===== src/rtl/ad7606_emulator.sv =====
// AD7606 responder model: convert/busy/read parallel interface with a deterministic data pattern.
// Each served word is {channel[2:0], snapshot[12:0]}, where snapshot is the
// conversion sequence number.
`timescale 1ns/1ps
module ad7606_emulator #(
    parameter int unsigned CHANNELS   = 8,
    parameter int unsigned TCONV_BASE = 800,
    parameter int unsigned CNT_W      = 16
) (
    input  logic        clk_i,
    input  logic        reset_i,
    input  logic        convst_i,
    input  logic        cs_i,
    input  logic        rd_i,
    input  logic [2:0]  os_i,
    output logic        busy_o,
    output logic [15:0] db_o,
    output logic        db_oe_o,
    output logic        frstdata_o
);

    typedef enum logic [1:0] {StIdle, StConvert, StReady} state_t;

    localparam logic [CNT_W-1:0] TCONV   = CNT_W'(TCONV_BASE);
    localparam logic [3:0]       LAST_CH = 4'(CHANNELS - 1);

    // [0] first sync flop, [1] synchronized level, [2] previous level for edge detect
    logic [2:0] convst_sync;
    logic [2:0] cs_sync;
    logic [2:0] rd_sync;

    state_t           state;
    logic [CNT_W-1:0] conv_cnt;
    logic [12:0]      sample_cnt;
    logic [12:0]      snapshot;
    logic [3:0]       ch_ptr;

    logic             convst_rise;
    logic             rd_fall;
    logic             rd_rise;
    logic             cs_active;
    logic [2:0]       os_lat;
    logic [CNT_W-1:0] conv_load;

    // Synchronize the asynchronous pins; reset parks them at their inactive levels
    always_ff @(posedge clk_i) begin
        if (reset_i) begin
            convst_sync <= 3'b000;
            cs_sync     <= 3'b111;
            rd_sync     <= 3'b111;
        end else begin
            convst_sync <= {convst_sync[1:0], convst_i};
            cs_sync     <= {cs_sync[1:0], cs_i};
            rd_sync     <= {rd_sync[1:0], rd_i};
        end
    end

    // Edge decodes and conversion length; os=7 is an invalid code and runs as os=0
    always_comb begin
        convst_rise = convst_sync[1] & ~convst_sync[2];
        rd_fall     = ~rd_sync[1] & rd_sync[2];
        rd_rise     = rd_sync[1] & ~rd_sync[2];
        cs_active   = ~cs_sync[1];
        os_lat      = (os_i == 3'd7) ? 3'd0 : os_i;
        conv_load   = TCONV << os_lat;
        db_oe_o     = ~cs_sync[1] & ~rd_sync[1];
    end

    // Conversion/readout FSM with registered outputs; convst has priority over rd
    always_ff @(posedge clk_i) begin
        if (reset_i) begin
            state      <= StIdle;
            conv_cnt   <= '0;
            sample_cnt <= '0;
            snapshot   <= '0;
            ch_ptr     <= '0;
            busy_o     <= 1'b0;
            db_o       <= '0;
            frstdata_o <= 1'b0;
        end else begin
            case (state)
                StIdle: begin
                    if (convst_rise) begin
                        state      <= StConvert;
                        conv_cnt   <= conv_load;
                        db_o       <= '0;
                        frstdata_o <= 1'b0;
                    end else if (cs_active && rd_fall) begin
                        db_o       <= '0;
                        frstdata_o <= 1'b0;
                    end
                end
                StConvert: begin
                    // busy rises one edge after entry and falls once the count is spent
                    if (conv_cnt == '0) begin
                        busy_o     <= 1'b0;
                        snapshot   <= sample_cnt;
                        sample_cnt <= sample_cnt + 13'd1;
                        ch_ptr     <= '0;
                        state      <= StReady;
                    end else begin
                        busy_o   <= 1'b1;
                        conv_cnt <= conv_cnt - 1'b1;
                    end
                end
                StReady: begin
                    if (convst_rise) begin
                        // Abandon the remaining words and restart
                        state      <= StConvert;
                        conv_cnt   <= conv_load;
                        db_o       <= '0;
                        frstdata_o <= 1'b0;
                    end else if (cs_active && rd_fall) begin
                        db_o       <= {ch_ptr[2:0], snapshot};
                        frstdata_o <= (ch_ptr == 4'd0);
                    end else if (cs_active && rd_rise) begin
                        frstdata_o <= 1'b0;
                        ch_ptr     <= ch_ptr + 4'd1;
                        if (ch_ptr == LAST_CH) begin
                            state <= StIdle;
                        end
                    end
                end
                default: state <= StIdle;
            endcase
        end
    end

endmodule


===== config.mk =====
export PLATFORM = sky130hd
export DESIGN_NAME = ad7606_emulator
export DESIGN_NICKNAME = d
export VERILOG_FILES = /design/src/rtl/ad7606_emulator.sv
export SDC_FILE = /design/constraint.sdc
export NUM_CORES = 1
export LEC_CHECK = 0
export CAP_MARGIN = 20
export CORE_ASPECT_RATIO = 1.4
export CORE_MARGIN = 5
export CORE_UTILIZATION = 40
export CTS_BUF_LIST = sky130_fd_sc_hd__clkbuf_4
export CTS_CLUSTER_SIZE = 16
export DETAILED_ROUTE_END_ITERATION = 10
export HOLD_SLACK_MARGIN = 0.05
export PLACE_DENSITY = 0.7
export SYNTH_ARGS = -nofsm -noshare
export SYNTH_HDL_FRONTEND = slang
export SYNTH_SLANG_ARGS = --single-unit
export TNS_END_PERCENT = 1

===== constraint.sdc =====
create_clock -name clk_i -period 1.7 [get_ports clk_i]
set_input_delay 0.17 -clock clk_i [delete_from_list [all_inputs] [get_ports clk_i]]
set_output_delay 0.17 -clock clk_i [all_outputs]
set_load 0.01 [all_outputs]

* Word level (Yosys, flattened, before mapping) *
Index checks and enable logic that the tools add are counted.

cells by class
  muxes and demuxes = 28
  bitwise operators = 8
  eq/ne operators = 17
  add/sub/neg operators = 3
  shift operators = 1
  reductions and logical operators = 15

operators with widths
  cell                                                                   number
  16-bit 2-to-1 mux                                                      6
  16-bit one-hot mux with 2 select lines                                 2
  16-bit logical NOT                                                     1
  4-bit 2-to-1 mux                                                       4
  10-bit by 3-bit left shift with 16-bit output, first input constant    1
  16-bit by 1-bit subtractor with 16-bit output, second input constant   1
  3-bit inequality test, second input constant                           5
  13-bit by 1-bit adder with 13-bit output, second input constant        1
  2-bit 2-to-1 mux                                                       6
  2-bit inequality test, second input constant                           6
  5-bit AND reduction                                                    2
  3-bit AND reduction                                                    3
  4-bit one-hot mux with 2 select lines                                  1
  1-bit 2-to-1 mux                                                       6
  2-bit one-hot mux with 3 select lines                                  1
  2-bit nonzero test                                                     3
  4-bit by 1-bit adder with 4-bit output, second input constant          1
  1-bit bitwise AND                                                      4
  4-bit by 3-bit equality test with 1-bit output, second input constant  1
  4-bit logical NOT                                                      1
  4-bit inequality test, second input constant                           1
  1-bit inverter                                                         4
  3-bit equality test, second input constant                             1
  3-bit 2-to-1 mux                                                       1
  8 further kinds                                                        9

word-level totals
  register bits = 74
  output and inout bits = 19

* Depth between registers and ports, before layout *
Gate-level depths: netlist of run 1.

  depth in word-level cells = 7
  depth in mapped cells = 9
  gate-level depth less buffers = 8

* Least setup slack after synthesis of run 1 *
Ideal clock, no wire load.

  path kind = flip-flop to flip-flop
  start = reg conv_cnt[0]
  end = reg sample_cnt[1]
  setup slack = -0.158 ns
  stages on the path, launching flop included = 10
  buffers on the path = 2
  data arrival time = 1.726 ns
  cells stage by stage = dfxtp_1 > inv_1 > ha_1 > nor3b_4 > nand2_2 > or3_1 > clkbuf_1 > buf_4 > nand2_1 > a21oi_1

between the ends
  word-level cells in the longest chain between the ends = 2

ends and longest elaborated chain
  element                               line  source
  from (decl)                           33    logic [CNT_W-1:0] conv_cnt;
  from (signal assigned)                85    conv_cnt <= conv_load;
  from (signal assigned)                103   conv_cnt <= conv_cnt - 1'b1;
  from (signal assigned)                110   conv_cnt <= conv_load;
  16-bit logical NOT                    95    if (conv_cnt == '0) begin
  2-bit AND reduction (no source line)  n/a
  to (signal assigned)                  98    sample_cnt <= sample_cnt + 13'd1;
  to (decl)                             34    logic [12:0] sample_cnt;

No other way between the ends.
A chain may end at the register's enable or synchronous reset.

* Worst setup path in the final report of run 1 *
  start = reg conv_cnt[13]
  end = reg conv_cnt[14]

between the ends
  word-level cells in the longest chain between the ends = 3
  elaborated cells on any way between the ends = 6
  classes of those cells = 1 x add/sub; 1 x eq/ne; 2 x mux; 2 x reduce/logical

ends and longest elaborated chain
  element                                                                              line
  16-bit by 1-bit subtractor with 16-bit output or 16-bit logical NOT (tied branches)  103, 95
  16-bit 2-to-1 mux or 2-bit inequality test (tied branches)                           n/a
  16-bit one-hot mux with 2 select lines or 3-bit AND reduction (tied branches)        n/a

Parallel ways exist; a longest one is shown, timed or not. The select of a mux whose other input is x is not followed.

==> results of run 1 <==
==> timing repair <==
item | 4_1_cts | 5_1_grt
buffers inserted | 3 | 0
endpoints found under the setup margin | 24 | 48
pin swaps | 5 | 7
endpoints found under the hold margin | 0 | 0
resized for setup | 13 | 32
==> power breakdown <==
part           switching, W  internal [W]
logic              0.000533      0.000396
clock network      0.000669      0.000611
registers         0.0000433       0.00177
==> cells by family after synthesis <==
family,count (synthesis)
mux,1
flops,74
simple gates,201
compound gates,89
xor+xnor,14
fa+ha+maj,9
buf+inv,37
==> cells in the mapped netlist (all sizes together) (2+ instances only) <==
| library cell | count | area [um^2] |
|---|---|---|
| a211oi | 2 | 15.0 |
| a21oi | 43 | 215 |
| a31oi | 4 | 25.0 |
| and4 | 2 | 20.0 |
| buf | 5 | 36.3 |
| clkbuf | 20 | 75.1 |
| dfxtp | 74 | 1480 |
| ha | 9 | 113 |
| inv | 12 | 45.0 |
| nand2 | 65 | 246 |
| nand2b | 10 | 62.6 |
| nand3 | 22 | 115 |
| nand4 | 7 | 43.8 |
| nor2 | 30 | 115 |
| nor2b | 7 | 43.8 |
| nor3 | 23 | 130 |
| nor4 | 7 | 43.8 |
| nor4b | 2 | 17.5 |
| o211ai | 7 | 52.6 |
| o21a | 4 | 37.5 |
| o21ai | 16 | 83.8 |
| o22ai | 4 | 25.0 |
| o31a | 2 | 18.8 |
| o31ai | 2 | 15.0 |
| or2 | 6 | 37.5 |
| or3 | 7 | 43.8 |
| or3b | 2 | 17.5 |
| or4 | 3 | 23.8 |
| or4b | 2 | 20.0 |
| xnor2 | 9 | 78.8 |
| xor2 | 5 | 43.8 |
==> metrics by stage <==
step                setup slack [ps]  util [%]  hold slack (ps)  cell area, um^2  cells
finish                         -94.4      52.6              140             4480    592
global route                    -207      52.6              145             4480    592
CTS                            -66.4      51.1              115             4340    592
detailed placement              -175      48.1              398             4090    573
global placement                -106      48.1              397             4090    573
floorplan                      -28.0         -              274             3470    425
==> routing by layer <==
layer	vias up	wire length, um
met3	27	287
met2	62	4930
met1	1557	3350
met5	-	0
met4	0	355
li1	1596	-
==> flip-flops by register name, summed over array words and instances (netlist names) <==
register and flops:
ch_ptr 4, convst_sync 3, cs_sync 2, snapshot 13, db_o 16, conv_cnt 16, sample_cnt 13, frstdata_o 1
state 2, busy_o 1, rd_sync 3
==> area by class of cell <==
| class | instances | area share (%) |
|---|---|---|
| timing repair buffer | 71 | 14.4 |
| multi-input combinational | 314 | 44.6 |
| sequential | 74 | 33.2 |
| inverter | 12 | 1.06 |
| clock buffer | 9 | 1.51 |
| clock inverter | 7 | 2.26 |
| tap | 105 | 2.94 |
==> critical path, cell delays in order (launching register included) <==
cell and delay (ps):
dfxtp_1 370, or3_1 420, or4b_1 540, nor4_4 160, o22ai_1 110, a21oi_1 150
==> worst min path at each step <==
| stage | start | slack [ps] | cells after the start | endpoint |
|---|---|---|---|---|
| after floorplan | cs_i | 270 | 1 | cs_sync[0] |
| after global placement | rd_sync[0] | 400 | 1 | rd_sync[1] |
| after detailed placement | rd_sync[0] | 400 | 1 | rd_sync[1] |
| after CTS | reset_i | 120 | 2 | convst_sync[0] |
| after global routing | reset_i | 150 | 2 | convst_sync[1] |
| final | reset_i | 140 | 2 | convst_sync[0] |
==> reports/results.tsv, run 1 <==
metric	value	unit
tns	-585	ps
violations	setup timing	
drive_above_1_share	22.4	%
nets	499	
fin_crit_sh	106	%
area_growth	29.6	%
synth-seq-cells	74	
cts_root_buf	clkbuf_4	
leakage	1.59	nW
grt_use_met3	4.67	%
mostFrequentLayoutCell	dfxtp_1	
ys_seq_area_share	42.9	%
synth-main-ff-cell	dfxtp_1	
fin_skew	19.7	ps
die_area	10600	um^2
setup_viol	22	
drtIter0Drc	143	
cp.arrival	2170	ps
pwr_density_cell	900	nW/um^2
timing.fmax	557	MHz
fp.coreArea	8510	um^2
worstSetupPathType	reg -> reg	
slew_violations	0	
critPathLaunch	conv_cnt[13]	
synth_compound_area_share	15.4	%
layout_min_cycle_time	1790	ps
multi_input_area	2000	um^2
critPathCapture	conv_cnt[14]	
clk_pin_slew	130	ps
cp_max_fo	3	
portBuffers	26	
synth_fp_nets	442	
synthCells	425	
overflow	0	
synthArstFlopShare	0	%
muxShareOfSynthArea	0.290	%
syn-cell-area	3450	um^2
die_width	88.5	um
vias	3242	
grt_util_met1	18.0	%
vias_per_cell	5.48	
cts_buffer_depth	2	
diodes	0	
gr-usage-met2	30.9	%
clk_latency	440	ps
cts_buffers	9	
wirelength	8.92	mm
start_util	40.6	%
std_cell_rows	40	
grt_antenna_before_repair	0	
grt_use_total	17.6	%
rr_endpoint	conv_cnt[14]	
layout_common_cells	72 x dfxtp_1, 64 x nand2_1, 42 x a21oi_1, 37 x buf_4, 29 x nor2_1	
synthSimpleGateAreaFrac	30.1	%
yosysWarnings	0	
hold_viol_final	0	
post-dp-hpwl	6.32	mm
ir_worst_vdd	0.000488	V
maxSlewHeadroom	62.5	%
status	finished, violations left	
crit_path_end_kind	flip-flop	
drc	0	
die_h	120	um
cap_violations	0	
r2r_cells	5	
yosys.area_share.xor_xnor	3.55	%
antenna_left	0	
post_drt_wl_per_cell	15.1	um
grt_pass1_wl	14.8	mm
gp_congestion	0.863	
worst_ep_required_time	2070	ps
rsz0062_at_grt	true	
reg2reg_slack	-90	ps
ff_latch_area	1490	um^2
critPathLaunchType	flip-flop	
grt_max_degree	47	
synth_top_family_by_area	simple AND/OR/NAND/NOR gates	
fill_cells	817	
busiest_layer	met2	
setup_ws	-94.4	ps
ios	27	
rr_startpoint	conv_cnt[13]	
syn_area_per_cell	8.13	um^2
tightest_slew	562	ps
grt_pass1_vias	3275	
ctsHoldBuffers	0	
cts_max_level	3	
cts.sinks	74	
synth_edf_count	0	
synth_cell_types	55	
synthAdderAreaFrac	3.26	%
hp-class	in -> reg	
dr.pass1.iters	5	
power.total	0.00403	W
cts_tree	built	
No activity file was read; power rests on OpenSTA's default activity.
==> run 2, diff against run 1 <==
--- a/config.mk
+++ b/config.mk
@@ -7,13 +7,12 @@
 export LEC_CHECK = 0
 export CAP_MARGIN = 20
 export CORE_ASPECT_RATIO = 1.4
-export CORE_MARGIN = 5
+export CORE_MARGIN = 4
 export CORE_UTILIZATION = 40
 export CTS_BUF_LIST = sky130_fd_sc_hd__clkbuf_4
 export CTS_CLUSTER_SIZE = 16
 export DETAILED_ROUTE_END_ITERATION = 10
 export HOLD_SLACK_MARGIN = 0.05
-export PLACE_DENSITY = 0.7
 export SYNTH_ARGS = -nofsm -noshare
 export SYNTH_HDL_FRONTEND = slang
 export SYNTH_SLANG_ARGS = --single-unit
==> reports/results.tsv, run 2 (synthesis gave the netlist of run 1 again) <==
metric	value	unit	change
portBuffers	26		unchanged
ir_worst_vdd	0.000645	V	+32%
grt_antenna_before_repair	0		unchanged
cp.arrival	2090	ps	-80 ps
grt_util_met1	20.8	%	+2.8 points
ctsHoldBuffers	0		unchanged
layout_min_cycle_time	1740	ps	-58.8 ps
diodes	0		unchanged
gr-usage-met2	32.7	%	+1.8 points
drtIter0Drc	127		-11%
final_util	54.9	%	+2.3 points
hold-path-endpoint	conv_cnt[0]		
overflow	0		unchanged
cpPeakStageDelay	460	ps	-80 ps
min_from	reset_i		
wirelength	8.96	mm	+0.37%
cp_max_fo	3		unchanged
maxSlewHeadroom	61.7	%	-0.88 points
cts_tree	built		
vias_per_cell	5.38		-1.7%
top_regs	conv_cnt: 16 flops, db_o: 16 flops		
rsz0062_at_grt	true		
grt_pass1_vias	3265		-0.31%
dr.pass1.iters	4		-1
r2r_cells	8		+3
die_width	86.5	um	-2.3%
cts_max_level	3		unchanged
cts_buffer_depth	2		unchanged
antenna_left	0		unchanged
slew_violations	0		unchanged
setup_ws	-35.6	ps	+58.8 ps
drive_above_1_share	24.5	%	+2.1 points
reg2reg_slack	-40	ps	+60 ps
area_growth	32.0	%	
worst_ep_required_time	2050	ps	-20 ps
grt_pass1_wl	15.2	mm	+2.6%
hp-class	in -> reg		
critPathSlowestCell	or4_1		
fill_cells	800		-2.1%
leakage	1.66	nW	+4.2%
gp_congestion	0.827		-4.1%
cp.buffers_inverters	2		+2
cts_buffers	9		unchanged
drc	0		unchanged
die_h	118	um	-1.7%
status	finished, violations left		
cap_violations	0		unchanged
cts.sinks	74		unchanged
clk_latency	440	ps	about the same
crit_path_end_kind	flip-flop		
hold_viol_final	0		unchanged
post_drt_wl_per_cell	14.8	um	-1.6%
start_util	41.6	%	+1.0 points
ios	27		unchanged
violations	setup timing		
cts_root_buf	clkbuf_4		
fin_crit_sh	102	%	-3.5 points
grt_use_total	18.5	%	+0.91 points
busiest_layer	met2		
rr_startpoint	conv_cnt[0]		
critPathLaunchType	flip-flop		
die_area	10200	um^2	-3.9%
timing.fmax	576	MHz	+3.4%
grt_use_met3	3.50	%	-1.2 points
worstSetupPathType	reg -> reg		
fin_skew	27.4	ps	+7.71 ps
cpLargestDelayFamily	simple AND/OR/NAND/NOR gates		
tightest_slew	575	ps	+13.1 ps
mostFrequentLayoutCell	dfxtp_1		
dp_slack	-170	ps	+4.87 ps
clk_pin_slew	120	ps	about the same
nets	514		+3.0%
rr_endpoint	conv_cnt[12]		
pwr_density_cell	927	nW/um^2	+3.1%
grt_max_degree	55		+17%
crit_chain	inv_2 -> ha_4 -> nor3b_4 -> nand4_1 -> o21ai_0 -> buf_4 -> or4_1 -> o211ai_1		
hold_depth	2		unchanged
setup_viol	4		-82%
fp.coreArea	8300	um^2	-2.5%
layout_common_cells	70 x dfxtp_1, 64 x nand2_1, 54 x buf_4, 41 x a21oi_1, 29 x nor2_1		
vias	3250		+0.25%
std_cell_rows	39		-2.5%
post-dp-hpwl	6.42	mm	+1.6%
[run 2: how the worst max path moves through the flow]
stage | startpoint | end | slack [ps] | cells past startpoint
after floorplan | conv_cnt[1] | sample_cnt[1] | -30 | 9
after global placement | os_i[0] | conv_cnt[8] | -110 | 8
after detailed placement | os_i[0] | conv_cnt[8] | -170 | 8
after CTS | conv_cnt[1] | conv_cnt[9] | -40 | 8
after global routing | conv_cnt[1] | conv_cnt[6] | -120 | 7
final | conv_cnt[0] | conv_cnt[12] | -40 | 8
[run 2: timing repair]
| item | 4_1_cts | 5_1_grt |
|---|---|---|
| gates resized for setup | 14 | 21 |
| pin swaps | 7 | 7 |
| setup buffers | 3 | 1 |
| endpoints found under the setup margin | 35 | 63 |
| endpoints found under the hold margin | 0 | 0 |
[run 2: cell type report]
cell class	count	area (um^2)	area share, %
clock buffer	10	75.1	1.65
clock inverter	6	113	2.47
inverter	12	45.0	0.988
multi-input combinational	314	1960	43.1
sequential	74	1490	32.6
tap	102	128	2.80
timing repair buffer	86	748	16.4
[run 2: routing by layer]
metal	vias up	share of wire [%]
met5	-	0
met4	0	3.2
met3	19	2.5
met2	51	54
met1	1546	40
li1	1634	-
[run 2: worst reg2reg max path, stage by stage (launching register included)]
cell,delay (ps)
dfxtp_2,360
inv_2,40
ha_4,150
nor3b_4,150
nand4_1,150
o21ai_0,100
buf_4,150
or4_1,460
o211ai_1,100
[run 2: stage by stage]
stage	instances	power, W	TNS [ps]	cell area (um^2)	hold WS [ps]
2_1_floorplan	425	0.00231	-343	3470	274
3_3_place_gp	584	0.00271	-649	4190	396
3_5_place_dp	584	0.00272	-1280	4190	393
4_1_cts	603	0.00422	-195	4470	111
5_1_grt	604	0.00444	-2430	4560	158
6_report	604	0.00423	-52.8	4560	145
[run 2: power by group]
part           switching (W)  internal, W  total (W)  leakage, nW
Clock               0.000650     0.000769    0.00142        0.101
Sequential         0.0000423      0.00178    0.00182        0.600
Combinational       0.000526     0.000462   0.000988        0.956
==> patch 1, RTL diff (flow settings as in run 1) <==
Register the inputs `convst_i`, `cs_i`, `rd_i` and `os_i` before use, with the module's reset. The logic sees them one clock later.
--- a/src/rtl/ad7606_emulator.sv
+++ b/src/rtl/ad7606_emulator.sv
@@ -24,6 +24,25 @@
     localparam logic [CNT_W-1:0] TCONV   = CNT_W'(TCONV_BASE);
     localparam logic [3:0]       LAST_CH = 4'(CHANNELS - 1);
 
+    logic convst_q;
+    logic cs_q;
+    logic rd_q;
+    logic [2:0] os_q;
+
+    always_ff @(posedge clk_i) begin
+        if (reset_i) begin
+            convst_q <= '0;
+            cs_q     <= '0;
+            rd_q     <= '0;
+            os_q     <= '0;
+        end else begin
+            convst_q <= convst_i;
+            cs_q     <= cs_i;
+            rd_q     <= rd_i;
+            os_q     <= os_i;
+        end
+    end
+
     // [0] first sync flop, [1] synchronized level, [2] previous level for edge detect
     logic [2:0] convst_sync;
     logic [2:0] cs_sync;
@@ -49,9 +68,9 @@
             cs_sync     <= 3'b111;
             rd_sync     <= 3'b111;
         end else begin
-            convst_sync <= {convst_sync[1:0], convst_i};
-            cs_sync     <= {cs_sync[1:0], cs_i};
-            rd_sync     <= {rd_sync[1:0], rd_i};
+            convst_sync <= {convst_sync[1:0], convst_q};
+            cs_sync     <= {cs_sync[1:0], cs_q};
+            rd_sync     <= {rd_sync[1:0], rd_q};
         end
     end
 
@@ -61,7 +80,7 @@
         rd_fall     = ~rd_sync[1] & rd_sync[2];
         rd_rise     = rd_sync[1] & ~rd_sync[2];
         cs_active   = ~cs_sync[1];
-        os_lat      = (os_i == 3'd7) ? 3'd0 : os_i;
+        os_lat      = (os_q == 3'd7) ? 3'd0 : os_q;
         conv_load   = TCONV << os_lat;
         db_oe_o     = ~cs_sync[1] & ~rd_sync[1];
     end
Check against the original RTL: not equivalent (a bounded check fails within 4 cycles, from zero or initial values and one cycle with reset_i high).
==> patch 1 against run 1 <==
  * Largest power group unchanged
  * Worst setup slack got worse by 0.075 ns
  * Routed wire length increased by 1.3%
  * Synthesized area grew 4.3%
  * The flow still finishes with violations (setup timing)
  * Clock power decreased by 4%
  * Design area rose by 6.7%
  * Critical path type unchanged
  * Total power down 3.7%
  * Sequential cell count up 6
  * First-iteration DRC count grew 45%
==> patch 1: results <==
outcome:
  outcome: "complete, but fails checks"
  failed_checks: "setup timing"
detailed_routing:
  finalWirelength_um: 9040
  via_per_inst: 5.37
  drt-initial-drc-count: 208
worst_setup_path:
  r2r-start: "conv_cnt[0]$_SDFFE_PP0P_"
  endpoint: "conv_cnt[12]$_SDFFE_PP0P_"
  r2r_cells: 8
  max_stage_delay_ns: 0.36
  cp_data_arrival_time_ns: 2.20
  slowest_stage: "dfxtp_2"
  worstSetupPathType: "reg -> reg"
  cp_max_fo: 7
min_path:
  holdPathStages: 2
  hold_class: "in -> reg"
logic_synthesis:
  synth.top_cells.by_count: "dfxtp_1 (80), nand2_1 (66), a21oi_1 (43), nor2_1 (25), nand3_1 (24)"
  seq_area_frac_synth: 0.445
  synthTopCellsByArea: "dfxtp_1 (44%), nand2_1 (6.9%), a21oi_1 (6.0%), nand3_1 (3.3%), ha_1 (3.1%)"
  ys_types: 58
  syn_nets: 449
timing:
  fin_worst_skew_ns: 0.0178
  tightest_slew_ns: 0.519
  setup_violations: 25
  slew_viol_final: 0
  fin_ws_ns: -0.169
placed_design:
  place_ws_ns: -0.258
  dpl_cell_area_mm2: 0.00433
  place.gp.congestion: 0.894
  dpl.hpwl_um: 6420
  io_buffers: 26
grt:
  grt_usage: 0.162
  grt_max_degree: 34
  grt_pass1_vias: 3188
  grt_pass1_wl_um: 14600
  antenna_found_initial: 1
clock_network:
  ctsLongestPathBuffers: 2
  clockRootBuffer: "clkbuf_4"
layout:
  nets: 525
  drive_gt1_frac: 0.255
pwr:
  leakagePower_nw: 1.77
  irDropWorstVdd_uv: 477
==> patch 1: cell count changes after synthesis, moves of 3 or more <==
cell             run 1  this run
dfxtp_1             74        80
o211ai_1             7         1
nor3_1              20        15
or3_1                7         2
a211oi_1             2         6
nand2b_1            10         6
nor2_1              29        25
nor2b_1              7        11
o22ai_1              4         0
or2_2                5         9
inv_1               12        15
nand3_1             21        24
o21ai_0             15        18
o41ai_1              0         3
==> patch 1: area by class of cell <==
class | instances | area [um2]
clock buffer | 9 | 67.6
inverter | 15 | 56.3
timing repair buffer | 91 | 764
antenna | 1 | 2.50
multi-input combinational | 311 | 2050
fill | 865 | 4150
clock inverter | 7 | 88.8
tap | 107 | 134
sequential | 80 | 1610
==> patch 1: through the flow <==
stage	TNS, ns	cells	hold slack, ns
6_report	-1.78	621	0.142
5_1_grt	-4.20	621	0.171
4_1_cts	-1.54	619	0.132
3_5_place_dp	-4.68	596	0.393
3_3_place_gp	-3.09	596	0.392
2_1_floorplan	-0.834	432	0.298
==> patch 1: how the worst min path moves through the flow <==
stage	startpoint	end	slack, ns
CTS	reset_i	sample_cnt[9]$_SDFFE_PP0P_	0.13
detailed placement	cs_sync[0]$_SDFF_PP1_	cs_sync[1]$_SDFF_PP1_	0.39
global placement	rd_q$_SDFF_PP0_	rd_sync[0]$_SDFF_PP1_	0.39
global route	reset_i	os_q[2]$_SDFF_PP0_	0.17
finish	reset_i	sample_cnt[9]$_SDFFE_PP0P_	0.14
floorplan	convst_i	convst_q$_SDFF_PP0_	0.30
==> patch 1: cell families after synthesis <==
| group | count (synthesis) | synth area share |
|---|---|---|
| adders and majority gates | 9 | 0.0313 |
| and+or+nand+nor | 195 | 0.285 |
| muxes | 2 | 0.00591 |
| AOI/OAI and AO/OA | 90 | 0.150 |
| xor gates and xnor gates | 15 | 0.0365 |
| buffers and inverters | 41 | 0.0462 |
| DFF | 80 | 0.445 |
==> patch 1: worst max-delay path, delay by kind of cell (launching register included) <==
| kind | cells | cell delay [ns] |
|---|---|---|
| and+or+nand+nor | 3 | 0.70 |
| AOI/OAI and AO/OA | 2 | 0.31 |
| adders and majority gates | 1 | 0.13 |
| DFF | 1 | 0.36 |
| buffers and inverters | 2 | 0.27 |
==> patch 1: what timing repair did <==
item,4_1_cts,5_1_grt
hold buffers,0,0
endpoints found under the setup margin,44,48
setup buffers,7,1
pin swaps,7,8
gates resized for setup,25,28
==> patch 1: per-layer routing <==
metal / GRT usage / share of wire / up-vias
li1: - / - / 1668
met1: 0.182 / 0.40 / 1585
met2: 0.290 / 0.53 / 58
met3: 0.0221 / 0.031 / 22
met4: 0.0978 / 0.040 / 0
met5: 0 / 0 / -
==> patch 1: power breakdown <==
part	switching, mW	internal, mW
Sequential	0.0296	1.91
Clock	0.750	0.478
Combinational	0.372	0.334
Total	1.15	2.72
==> patch 2, RTL diff (flow settings as in run 1) <==
Without the edit above. The parameter `CNT_W` goes from 16 to 12.
--- a/src/rtl/ad7606_emulator.sv
+++ b/src/rtl/ad7606_emulator.sv
@@ -5,7 +5,7 @@
 module ad7606_emulator #(
     parameter int unsigned CHANNELS   = 8,
     parameter int unsigned TCONV_BASE = 800,
-    parameter int unsigned CNT_W      = 16
+    parameter int unsigned CNT_W      = 12
 ) (
     input  logic        clk_i,
     input  logic        reset_i,
Function: same outputs for any inputs over 10 cycles, from zero or initial values and one cycle with reset_i high; that may be too few to reach the edited logic, so the function may still have changed.
==> patch 2 against run 1 <==
  * Total power decreased by 9.9%
  * The run still ends with setup timing left
  * Sequential cell count is 4 lower
  * Synthesized area is 3.3% lower
  * Design area decreased by 2.4%
  * Clock power is 31% lower
  * Highest routed layer unchanged
  * Worst setup slack worse by 0.43 ns
  * Sequential share of layout area is 1.1 points lower
  * Die area shrank 3.0%
  * Largest cell class unchanged
  * Routed wire length is 6.8% lower
==> patch 2: results <==
worst_setup_path:
  max_stage_delay_ns: 0.58
  endpoint: "sample_cnt[11]$_SDFFE_PP0P_"
  cp_data_arrival_time_ns: 2.54
  slowest_stage: "or4_4"
placed_design:
  dpl.hpwl_um: 5780
  place.gp.congestion: 0.838
logic_synthesis:
  synth_compound_area_frac: 0.203
  ys_types: 57
  synth.top_cells.by_count: "dfxtp_1 (70), a21oi_1 (40), nand3_1 (40), nand2_1 (30), clkbuf_1 (25)"
  ys_ff_latch: 70
  synth_xor_area_frac: 0.00262
  seq_area_frac_synth: 0.420
timing:
  fin_ws_ns: -0.526
  setup_violations: 45
  tightest_slew_ns: 0.503
outcome:
  failed_checks: "setup timing"
  outcome: "complete, but fails checks"
detailed_routing:
  wl_met2_um: 4430
  drt-initial-drc-count: 171
  dr_wl_met3_um: 265
grt:
  grtUsageMet2: 0.299
  gr-usage-met1: 0.182
  grt_usage: 0.169
  use_met3: 0.0259
  grt_pass1_wl_um: 14200
  grt_max_degree: 71
layout:
  num-nonclk-buffers: 87
  largestRegisters: "db_o (16), sample_cnt (13), snapshot (13)"
  final-clk-cell-share: 0.0249
  nonClkBufAreaFrac: 0.178
clock_network:
  clkLatencyLatePin_ns: 0.42
min_path:
  min_to: "sample_cnt[5]$_SDFFE_PP0P_"
pwr:
  seqPwrFrac: 0.468
  leakagePower_nw: 1.62
patch 2: cell types whose count changed after synthesis, sizes merged, moves of 5 or more:
cell	before	now
nand2	65	30
nand2b	10	5
clkbuf	20	25
mux2	0	5
nor2b	7	14
o21ai	16	21
nor2	30	23
nor3	23	5
nand3	22	40
o211ai	7	1
xnor2	9	0
patch 2: what timing repair did:
action	4_1_cts	5_1_grt
buffers inserted	5	0
pin swaps	3	18
endpoints found under the setup margin	45	45
gates resized for setup	36	19
patch 2: per-stage QoR:
| stage | hold WS, ns | util | instance area (um2) | power [mW] | instances |
|---|---|---|---|---|---|
| final | 0.241 | 0.536 | 4370 | 3.63 | 574 |
| after global routing | 0.250 | 0.536 | 4370 | 3.81 | 574 |
| after CTS | 0.211 | 0.526 | 4290 | 3.59 | 574 |
| after detailed placement | 0.397 | 0.496 | 4040 | 2.54 | 553 |
| after global placement | 0.390 | 0.496 | 4040 | 2.51 | 553 |
| after floorplan | 0.274 | - | 3360 | 2.24 | 400 |
